## config.mk

```make
export PLATFORM = sky130hd
export DESIGN_NAME = icap_cmd_sequencer
export DESIGN_NICKNAME = d
export VERILOG_FILES = /design/src/rtl/icap_pkg.sv /design/src/rtl/icap_rd_pipe.sv /design/src/rtl/icap_cmd_sequencer.sv
export SDC_FILE = /design/constraint.sdc
export NUM_CORES = 1
export LEC_CHECK = 0
export ABC_CLOCK_PERIOD_IN_PS = 1750
export CORE_MARGIN = 10
export CORE_UTILIZATION = 35
export CTS_CLUSTER_SIZE = 20
export DETAILED_ROUTE_END_ITERATION = 10
export PLACE_DENSITY_LB_ADDON = 0.15
export SLEW_MARGIN = 20
export SYNTH_ARGS = -nofsm -noshare
export SYNTH_HDL_FRONTEND = slang
export SYNTH_SLANG_ARGS = --single-unit
```

## constraint.sdc

```tcl
create_clock -name clk -period 1.75 [get_ports clk]
set_input_delay 0.35 -clock clk [delete_from_list [all_inputs] [get_ports clk]]
set_output_delay 0.35 -clock clk [all_outputs]
set_load 0.03 [all_outputs]
```

## src/rtl/icap_pkg.sv

```systemverilog
// icap_pkg: shared state encoding, ICAP word constants and the per-byte bit-reversal helper.
package icap_pkg;
  typedef enum logic [2:0] {WAIT_AVAIL, IDLE, WRITE, TURN_RD, READ, TURN_WR} icap_state_e;
  localparam logic [31:0] SYNC_WORD = 32'hAA995566;
  localparam logic [31:0] DUMMY_WORD = 32'hFFFFFFFF;
  function automatic logic [31:0] bitswap32(input logic [31:0] x);
    logic [31:0] r;
    r = '0;
    for (int b = 0; b < 4; b++)
      for (int i = 0; i < 8; i++)
        r[8*b+i] = x[8*b+7-i];
    return r;
  endfunction
endpackage

```

## src/rtl/icap_rd_pipe.sv

```systemverilog
// icap_rd_pipe: valid-tag shift register matching the ICAPE3 readback latency, with empty/last flags.
module icap_rd_pipe
  import icap_pkg::*;
#(
  parameter int DEPTH = 3
) (
  input  logic clk,
  input  logic reset,
  input  logic push,
  output logic valid_out,
  output logic last,
  output logic empty
);
  localparam logic [DEPTH-1:0] MSB = DEPTH'(1) << (DEPTH - 1);
  logic [DEPTH-1:0] tags;
  always_ff @(posedge clk)
    if (reset) tags <= '0;
    else tags <= (tags << 1) | DEPTH'(push);
  assign valid_out = tags[DEPTH-1];
  assign empty = tags == '0;
  // the emerging tag is the only one still in flight
  assign last = tags == MSB;
endmodule

```

## src/rtl/icap_cmd_sequencer.sv

```systemverilog
// icap_cmd_sequencer: ICAPE3 write/readback sequencer with turnaround and per-byte bit-reversal.
// Define ICAP_STATS_EN to add saturating wr_count/rd_count word counters.
module icap_cmd_sequencer
  import icap_pkg::*;
#(
  parameter int READ_LATENCY = 3,
  parameter int TURNAROUND = 2,
  parameter int LEN_W = 16
) (
  input  logic             clk,
  input  logic             reset,
  input  logic [31:0]      wr_data,
  input  logic             wr_valid,
  output logic             wr_ready,
  input  logic             rd_req,
  input  logic [LEN_W-1:0] rd_len,
  output logic [31:0]      rd_data,
  output logic             rd_valid,
  output logic             rd_done,
  output logic             busy,
  input  logic             icap_avail,
  input  logic [31:0]      icap_o,
  output logic             icap_csib,
  output logic             icap_rdwrb,
  output logic [31:0]      icap_i
`ifdef ICAP_STATS_EN
  ,
  output logic [31:0]      wr_count,
  output logic [31:0]      rd_count
`endif
);
  localparam int TW = $clog2(TURNAROUND + 1);
  localparam logic [TW-1:0] T_LOAD = TW'(TURNAROUND - 1);
  icap_state_e state, nxt;
  logic [TW-1:0] tcnt, tcnt_nxt;
  logic [LEN_W-1:0] rem, rem_nxt;
  logic pipe_out, pipe_last, pipe_empty, zero_done;
  assign wr_ready = (state == IDLE && !rd_req) || state == WRITE;
  assign busy = state != IDLE;
  assign rd_valid = pipe_out;
  assign rd_data = pipe_out ? bitswap32(icap_o) : '0;
  assign rd_done = zero_done || (state == TURN_WR && pipe_last);
  always_comb begin
    nxt = state;
    tcnt_nxt = tcnt;
    rem_nxt = rem;
    case (state)
      WAIT_AVAIL: nxt = icap_avail ? IDLE : WAIT_AVAIL;
      IDLE: begin
        nxt = rd_req ? (rd_len != '0 ? TURN_RD : IDLE) : (wr_valid ? WRITE : IDLE);
        tcnt_nxt = T_LOAD;
        rem_nxt = rd_len;
      end
      WRITE: nxt = wr_valid ? WRITE : IDLE;
      TURN_RD: begin
        nxt = tcnt == '0 ? READ : TURN_RD;
        tcnt_nxt = tcnt - 1'b1;
      end
      READ: begin
        nxt = rem == LEN_W'(1) ? TURN_WR : READ;
        rem_nxt = rem - 1'b1;
        tcnt_nxt = T_LOAD;
      end
      TURN_WR: begin
        // turnaround only starts counting once every read word has returned
        nxt = (pipe_empty && tcnt == '0) ? IDLE : TURN_WR;
        tcnt_nxt = pipe_empty ? tcnt - 1'b1 : T_LOAD;
      end
      default: nxt = WAIT_AVAIL;
    endcase
  end
  always_ff @(posedge clk)
    if (reset) begin
      state <= WAIT_AVAIL;
      tcnt <= '0;
      rem <= '0;
      icap_csib <= 1'b1;
      icap_rdwrb <= 1'b0;
      icap_i <= '0;
      zero_done <= 1'b0;
    end else begin
      state <= nxt;
      tcnt <= tcnt_nxt;
      rem <= rem_nxt;
      icap_csib <= !(nxt == WRITE || nxt == READ);
      icap_rdwrb <= nxt == TURN_RD || nxt == READ || nxt == TURN_WR;
      if (wr_valid && wr_ready) icap_i <= bitswap32(wr_data);
      zero_done <= state == IDLE && rd_req && rd_len == '0;
    end
  icap_rd_pipe #(.DEPTH(READ_LATENCY)) u_rd_pipe (
    .clk(clk),
    .reset(reset),
    .push(state == READ),
    .valid_out(pipe_out),
    .last(pipe_last),
    .empty(pipe_empty)
  );
`ifdef ICAP_STATS_EN
  always_ff @(posedge clk)
    if (reset) begin
      wr_count <= '0;
      rd_count <= '0;
    end else begin
      if (wr_valid && wr_ready && wr_count != '1) wr_count <= wr_count + 1'b1;
      if (rd_valid && rd_count != '1) rd_count <= rd_count + 1'b1;
    end
`endif
endmodule

```

==> metrics.cfg <==
[route]
drc = 0
wirelength_mm = 9.34
vias = 2919
final_antenna_net_count = 0
vias_per_cell = 4.79
firstDrtPassIters = 4
routedWlPerCell_um = 15.3
drtIter0Drc = 127

[logic_synthesis]
synth_common_cells = dfxtp_1, nor2_1, and2_1
synth-compound-area-share = 0.134
synth_edf_count = 0
yosys_warnings = 0
seq_area_frac_synth = 0.426
async_reset_ff_frac = 0
synth_top_family_by_area = simple AND/OR/NAND/NOR gates
synth.net_count = 402
synthSimpleGateAreaFrac = 0.273
synthFlopType = dfxtp_1
syn-instance-count = 314
synthAdderAreaFrac = 0.0135
synth-seq-cells = 59
synth_area_leaders = dfxtp_1, mux2i_1, and2_1
synth_area_leader_cell = dfxtp_1
synth_xor_area_frac = 0
synth_area_per_cell_um2 = 8.83
netlist_area_um2 = 2770
yosys.cell_count.top_type = dfxtp_1
synthMuxAreaShare = 0.115
synth_top_area_share = 0.426
ys_types = 44

[power_and_ir_drop]
clkPwrFrac = 0.375
pwr-share-comb = 0.254
p_sw_w = 0.00110
p_leak_nw = 2.26
power_per_cell_area_nw_per_um2 = 821
ir_drop_uv = 533
intPower_w = 0.00299
power_frac_seq = 0.372
switching_share = 0.269

[place]
dp.final_hpwl_mm = 7.29
dp_cells = 587
portBuffers = 154
dpl_worst_slack_ns = -0.404
gp_congestion = 0.829

[grt]
grt_max_degree = 34
grt-ovfl-total = 0
track_usage = 0.146
grt_antenna_before_repair = 0
grt_pass1_wl_mm = 14.2
grt_pass1_vias = 2894

[critical_path]
critPathBufInv = 1
crit_arrival_ns = 1.35
cp_max_fo = 2
path_class = reg2out
r2r_slack_ns = 0.08
path_cells = clkdlybuf4s50_1
r2r_cells = 4
critPathRequiredTime_ns = 1.40
worst_r2r_endpoint = rem[12]
crit_family = buffers and inverters
crit_slowest_cell = clkdlybuf4s50_1
crit_path_start_kind = register
reg2reg_from = rem[8]
worstSetupEndpointType = output port
slowest_delay_ns = 0.70

[sta]
skew_ns = 0.00584
final_max_slew_viol_count = 0
clock.fmax_mhz = 590
worst_slew_pin_slew_ns = 0.397
setup_viol = 0
setup_ws_ns = 0.0540
post-route-period-util = 0.969
layout_min_cycle_time_ns = 1.70
slew_headroom = 0.735
finalHoldViolCount = 0

[min_path]
hp-class = in2reg
holdPathEnd = rem[4]
hp-start = reset
hold_depth = 2

[die]
io_pins = 155
start_util = 0.359
die_h_um = 109
dieArea_um2 = 11900
core-area_um2 = 7730
fp.dieW_um = 109
row_count = 32

[layout]
nNetsFinal = 591
syn2layout_area_growth_pct = 79.8
drive_above_1_share = 0.238
antenna_cells = 0
layout.cells.non_filler = 610

[clocking]
cts_buffer_depth = 2
htree_levels = 3
path_clk_slew_ns = 0.07
cts_root_buffer = clkbuf_8
cts_tree = yes
cts_buffers = 9
clkSinkCount = 59
clk_latency_ns = 0.32

[job]
maxCapViolCount = 0

[status]
outcome = finished, final reports clean

-- per-stage QoR --
stage	utilization	area [um^2]	TNS, ns	hold WS [ns]	power, W
6_report	0.646	4990	0	0.454	0.00410
2_1_floorplan	-	2770	0	0.450	0.00202
5_1_grt	0.646	4990	-0.0220	0.460	0.00429
4_1_cts	0.629	4860	-0.0153	0.433	0.00408
3_3_place_gp	0.593	4580	-5.21	0.463	0.00250
3_5_place_dp	0.593	4580	-5.19	0.474	0.00252
-- placed cells by master, fill, tap and decap left out, types with 7 or more instances in the layout --
master             n
nor3_1             7
clkbuf_8          10
and2_1            33
clkdlybuf4s50_1  113
dfxtp_1           54
buf_4             73
a31oi_1            9
a21oi_1           10
nand3_1            8
inv_1              7
nand2_1           14
nor2_1            42
mux2i_1           32
-- power by group through the flow --
stage	combinational [W]	clock, W	sequential (W)
2_1_floorplan	0.000408	0	0.00161
3_3_place_gp	0.000964	0	0.00154
3_5_place_dp	0.000976	0	0.00154
4_1_cts	0.000992	0.00157	0.00151
5_1_grt	0.00112	0.00163	0.00154
6_report	0.00104	0.00153	0.00152
-- worst max-delay path by stage --
| stage | depth (start not counted) | to | startpoint |
|---|---|---|---|
| after global placement | 6 | state[1] | rd_len[0] |
| after floorplan | 6 | rem[8] | rem[0] |
| after detailed placement | 6 | state[1] | rd_len[0] |
| final | 1 | icap_i[12] | icap_i[12] |
| after global routing | 4 | rem[15] | rem[2] |
| after CTS | 4 | busy | state[2] |
-- state kept, by name (all words and copies together), names as in the netlist --
signal and count:
icap_csib 1, icap_i 32, tcnt 2, zero_done 1, u_rd_pipe.tags 3, icap_rdwrb 1, rem 16, state 3
-- worst reg2reg max path, cell delays in order (launching register included) --
cell	delay [ns]
dfxtp_1	0.35
or4_4	0.55
or3_1	0.34
or2_0	0.22
a31oi_1	0.15
-- final cells by class --
type                            count  area, um^2
Clock inverter                      6         111
Fill cell                         643        2740
Sequential cell                    59        1190
Tap cell                          102         128
Timing Repair Buffer              196        1820
Inverter                            8        30.0
Multi-Input combinational cell    229        1570
Clock buffer                       10         138
-- routing by layer --
metal	track usage	up-vias	part of all wire
li1	-	1491	-
met1	0.174	1331	0.43
met2	0.247	95	0.48
met3	0.0496	2	0.091
met4	0.0367	0	0.0034
met5	0	-	0
-- timing repair --
item                       in CTS  in global routing
buffers inserted                1                  6
gates resized for setup         7                 23
hold buffers                    0                  0
setup endpoints to repair       7                 14
pin swaps                       2                  5
-- logic make-up (layout without fill, tap and decap cells) --
kind of cell | after synthesis | after routing
AOI/OAI and AO/OA | 53 | 53
adders and majority gates | 3 | 3
muxes | 32 | 32
DFF | 59 | 59
and+or+nand+nor | 141 | 141
buffers and inverters | 26 | 220
Power figures use the tool's default switching activity.
